<file path="src/rtl/seg_display_arbiter.sv">
`default_nettype none
// ============================================================================
// Module      : seg_display_arbiter
// Description : Round-robin arbiter giving NUM_REQ requesters timed turns on
//               a shared 8-digit hex display.
// Revision    : 1.0 - initial release
// ============================================================================
module seg_display_arbiter #(
   parameter int NUM_REQ     = 4,
   parameter int HOLD_CYCLES = 50_000_000
) (
   input  logic                   clk_in,
   input  logic                   rst_in,
   input  logic [NUM_REQ-1:0]     req_in,
   input  logic [32*NUM_REQ-1:0]  val_in,
   input  logic [8*NUM_REQ-1:0]   en_in,
   output logic [31:0]            bin_out,
   output logic [7:0]             enable_out,
   output logic [NUM_REQ-1:0]     grant_out,
   output logic [NUM_REQ-1:0]     done_out,
   output logic                   busy_out
);

   localparam int                 c_CNT_W = $clog2(HOLD_CYCLES + 1);
   localparam int                 c_PTR_W = $clog2(NUM_REQ);
   localparam logic [c_CNT_W-1:0] c_LAST  = c_CNT_W'(HOLD_CYCLES - 1);
   localparam logic [NUM_REQ-1:0] c_ONE   = NUM_REQ'(1);

   localparam logic [0:0] S_IDLE = 1'b0;
   localparam logic [0:0] S_HOLD = 1'b1;

   logic [0:0]         r_state, w_state_nxt;
   logic [c_PTR_W-1:0] r_ptr, w_ptr_nxt;
   logic [c_PTR_W-1:0] r_owner, w_owner_nxt;
   logic [c_CNT_W-1:0] r_cnt, w_cnt_nxt;
   logic [c_PTR_W-1:0] w_win, w_idx;
   logic               w_found, w_last;
   logic [31:0]        w_bin_nxt;
   logic [7:0]         w_en_nxt;
   logic [NUM_REQ-1:0] w_grant_nxt, w_done_nxt;
   logic [31:0]        w_vals [NUM_REQ];
   logic [7:0]         w_ens  [NUM_REQ];

   for (genvar g = 0; g < NUM_REQ; g++) begin : g_unpack
      assign w_vals[g] = val_in[32*g +: 32];
      assign w_ens[g]  = en_in[8*g +: 8];
   end

   // Search upward from the pointer, wrapping; first set request wins.
   always_comb begin
      w_found = 1'b0;
      w_win   = '0;
      w_idx   = '0;
      for (int k = 0; k < NUM_REQ; k++) begin
         w_idx = c_PTR_W'((int'(r_ptr) + k) % NUM_REQ);
         if (!w_found && req_in[w_idx]) begin
            w_found = 1'b1;
            w_win   = w_idx;
         end
      end
   end

   assign w_last = (r_cnt == c_LAST);

   always_ff @(posedge clk_in) begin
      if (rst_in) begin
         r_state    <= S_IDLE;
         r_ptr      <= '0;
         r_owner    <= '0;
         r_cnt      <= '0;
         bin_out    <= '0;
         enable_out <= 8'h00;
         grant_out  <= '0;
         done_out   <= '0;
      end else begin
         r_state    <= w_state_nxt;
         r_ptr      <= w_ptr_nxt;
         r_owner    <= w_owner_nxt;
         r_cnt      <= w_cnt_nxt;
         bin_out    <= w_bin_nxt;
         enable_out <= w_en_nxt;
         grant_out  <= w_grant_nxt;
         done_out   <= w_done_nxt;
      end
   end

   always_comb begin
      w_state_nxt = r_state;
      case (r_state)
         S_IDLE:  if (w_found) w_state_nxt = S_HOLD;
         S_HOLD:  if (w_last)  w_state_nxt = S_IDLE;
         default: w_state_nxt = S_IDLE;
      endcase
   end

   always_comb begin
      w_bin_nxt   = bin_out;
      w_en_nxt    = enable_out;
      w_grant_nxt = '0;
      w_done_nxt  = '0;
      w_cnt_nxt   = r_cnt;
      w_ptr_nxt   = r_ptr;
      w_owner_nxt = r_owner;
      if (r_state == S_IDLE) begin
         if (w_found) begin
            w_bin_nxt   = w_vals[w_win];
            w_en_nxt    = w_ens[w_win];
            w_grant_nxt = c_ONE << w_win;
            w_cnt_nxt   = '0;
            w_owner_nxt = w_win;
         end
      end else if (w_last) begin
         // The finishing requester drops to lowest priority.
         w_done_nxt = c_ONE << r_owner;
         w_ptr_nxt  = (int'(r_owner) == NUM_REQ - 1) ? '0 : r_owner + 1'b1;
      end else begin
         w_cnt_nxt = r_cnt + 1'b1;
      end
   end

   assign busy_out = (r_state == S_HOLD);

endmodule
`default_nettype wire

</file>
<file path="config.mk">
export PLATFORM = sky130hd
export DESIGN_NAME = seg_display_arbiter
export DESIGN_NICKNAME = d
export VERILOG_FILES = /design/src/rtl/seg_display_arbiter.sv
export SDC_FILE = /design/constraint.sdc
export NUM_CORES = 1
export LEC_CHECK = 0
export BUFFER_PORTS_ARGS = -buffer_cell sky130_fd_sc_hd__buf_2
export CORE_MARGIN = 2
export CORE_UTILIZATION = 48
export CTS_BUF_LIST = sky130_fd_sc_hd__clkbuf_2 sky130_fd_sc_hd__clkbuf_4 sky130_fd_sc_hd__clkbuf_8
export DETAILED_ROUTE_END_ITERATION = 8
export PLACE_DENSITY_LB_ADDON = 0.05
export SLEW_MARGIN = 0
export SYNTH_ARGS = -nofsm -noshare
export SYNTH_HDL_FRONTEND = slang
export SYNTH_SLANG_ARGS = --single-unit
</file>
<file path="constraint.sdc">
create_clock -name clk_in -period 2.7 [get_ports clk_in]
set_input_delay 0.135 -clock clk_in [delete_from_list [all_inputs] [get_ports clk_in]]
set_output_delay 0.135 -clock clk_in [all_outputs]
set_load 0.1 [all_outputs]
</file>
==> summary.txt <==
Floorplanning
  • Die Width: 101 um
  • Die area: 0.0101 mm2
  • Cell row count: 35
  • Effective utilization at floorplan: 49.0%
  • Core Box Area: 0.00915 mm2
  • Die span in y: 101 um
  • I/O pins: 215

Clocking
  • H-tree levels: 3
  • # resized after CTS: 0
  • Num Clock Sinks: 79
  • Setup Buffers After CTS: 0
  • Worst-skew pair later-pin latency: 0.35 ns
  • CTS Hold Bufs: 0
  • TritonCTS Buffers: 9
  • Root Driver: clkbuf_8
  • CTS tree: yes
  • Clk slew on worst S/H paths: 0.09 ns
  • CTS max path bufs: 2

Yosys
  • Synth Cell Area: 0.00449 mm2
  • Synth top cells by count: dfxtp_1, nand2_1, o21ai_0
  • Avg Cell Area, Syn: 8.16 um2
  • Post-synthesis sequential area ratio: 35.3%
  • Yosys cell types: 45
  • Top cells by area, synth: dfxtp_1, mux2i_1, a211o_1, o211ai_1, o21ai_0
  • Post-Synthesis Cells: 550
  • Synth Flop Type: dfxtp_1
  • Ys Warns: 0
  • Most common cell in the netlist: dfxtp_1
  • Syn nets: 718
  • Async SR Flop Fraction: 0%
  • #FFs+latches synth: 79
  • EDFF count, synth: 0
  • Post-synth top area share: 35.3%
  • Yosys top cell by area: dfxtp_1

Global route
  • GRT Overall Usage: 27.9%
  • Initial antenna violation count: 0
  • Largest net degree at the start of global routing: 42
  • First-pass GRT wire length: 22.7 mm
  • Grt total ovfl: 0
  • Vias in the first global route: 4684

Detailed routing
  • WL/cell: 16.7 um
  • DR iter-0 viols: 215
  • Drt pass-1 iters: 4
  • Met2 wirelength from detailed routing: 7.02 mm
  • Routed length on met3: 1.16 mm
  • DRT antenna net count: 0
  • DR DRC count: 0
  • Uppermost layer routed: met4
  • Post-Route WL: 14.3 mm
  • Met1 Routed Length: 5.79 mm
  • Vias per cell: 5.82
  • Via count: 4993

STA
  • Worst-Margin Slew: 0.564 ns
  • RSZ-0062 raised after global routing: no
  • Slew margin rel.: 62.1%
  • Final hold violations: 0
  • Final worst slack: 0.488 ns
  • Final period util: 81.9%
  • F_max: 452 MHz
  • Layout Skew: 0.0112 ns
  • Fin Setup TNS: 0 ns
  • Setup violators final: 0
  • Post-layout min period: 2.21 ns
  • Pins over their slew limit: 0

Run status
  • Status: completed

Final layout
  • Layout Cells excl Fill: 858
  • Layout Area Growth over Synthesis: 32.0%
  • Final net count: 911
  • Fillcell total: 817
  • Post-layout util: 64.7%
  • Ant diodes: 0
  • Final Instance Area: 0.00592 mm2
  • Share of layout cells above drive strength 1: 34.7%

Worst hold path
  • Hold path depth: 3
  • Hold crit path type: in -> reg

Critical path
  • Worst path required time: 2.93 ns
  • CP Max Fanout: 11
  • Worst-case reg-to-reg path depth: 7
  • CP Class: reg -> reg
  • Critical Path AT: 2.44 ns
  • Crit path capture type: flip-flop
  • Startpoint Class: flip-flop
  • R2R Setup Slk: 0.49 ns

Power
  • IR drop worst, VDD: 0.305 mV
  • Pwr dens: 548 mW/mm2
  • Leakage: 2.64 nW

Place
  • Hpwl dp: 10.4 mm
  • Port Buf Inserts: 214
  • Placed insts: 843
  • Post-DP Area: 0.00567 mm2
  • Place WS: 0.524 ns
  • RD Place Congestion: 0.844

Flow run
  • Max cap viols: 0
registers in the layout, summed over array words and instances, names as in the netlist:
signal,flops
bin_out,32
r_cnt,26
enable_out,8
done_out,4
grant_out,4
r_owner,2
r_ptr,2
busy_out,1
power breakdown:
| group | total [mW] | switching (mW) | internal [mW] |
|---|---|---|---|
| sequential | 1.26 | 0.0337 | 1.22 |
| clock | 1.10 | 0.433 | 0.671 |
| combinational | 0.883 | 0.641 | 0.242 |
| total | 3.24 | 1.11 | 2.14 |
layout by cell type, fill, tap and decap left out, drive strengths merged, types with 3 or more instances in the layout:
cell type  synthesis  final
nor4              10     10
nor4b              5      5
nor2b              5      5
buf                6    234
nand2             58     58
xnor2             14     14
o211ai            42     42
a21oi              9      9
or4                9      9
clkbuf            46     12
nand4              6      6
dfxtp             79     79
nand3             47     47
or3                9      9
nor3              13     13
inv                7      7
mux2i             43     43
o31ai              4      4
or4b               3      3
o21ai             50     50
a211o             40     40
bufinv             0      3
nor2              28     28
area by class of cell:
| class | count | area (um2) | share of cell area, % |
|---|---|---|---|
| clock buffer | 12 | 159 | 2.68 |
| clock inverter | 3 | 90.1 | 1.52 |
| inverter | 7 | 26.3 | 0.444 |
| multi-input combinational | 412 | 2690 | 45.4 |
| sequential | 79 | 1580 | 26.7 |
| tap | 111 | 139 | 2.35 |
| timing repair buffer | 234 | 1230 | 20.8 |
per-layer routing:
| layer | up-vias | GRT usage (%) |
|---|---|---|
| met3 | 26 | 8.74 |
| met5 | - | 0 |
| li1 | 2422 | - |
| met1 | 2335 | 35.7 |
| met2 | 210 | 44.8 |
| met4 | 0 | 8.64 |
final timing paths:
kind / endpoint / startpoint
worst min-delay path: bin_out[21] / val_in[85]
worst max register to register: r_ptr[1] / r_cnt[0]
worst max-delay path: r_ptr[1] / r_cnt[0]
worst min register to register: enable_out[0] / enable_out[0]
kinds of logic after synthesis:
group,share of synthesized area (%)
AND/OR/NAND/NOR,23.2
adder cells (fa/ha/maj),0.558
AO/OA/AOI/OAI,23.4
buffers and inverters,5.27
flip-flops,35.3
XOR/XNOR,2.73
multiplexers,9.60
worst max-delay path: stages (launching register included):
cell and delay, ns:
dfxtp_1 0.37, ha_1 0.20, nand4_1 0.24, or4_1 0.60, nor3_2 0.21, buf_4 0.20, mux2i_1 0.20, nor2_1 0.05
stage by stage:
| step | hold WS (ns) | power, mW |
|---|---|---|
| detailed placement | 0.443 | 2.17 |
| CTS | 0.0752 | 3.27 |
| global route | 0.0781 | 3.36 |
| floorplan | 0.347 | 1.92 |
| global placement | 0.435 | 2.16 |
| finish | 0.0826 | 3.24 |
Power figures use the tool's default switching activity.
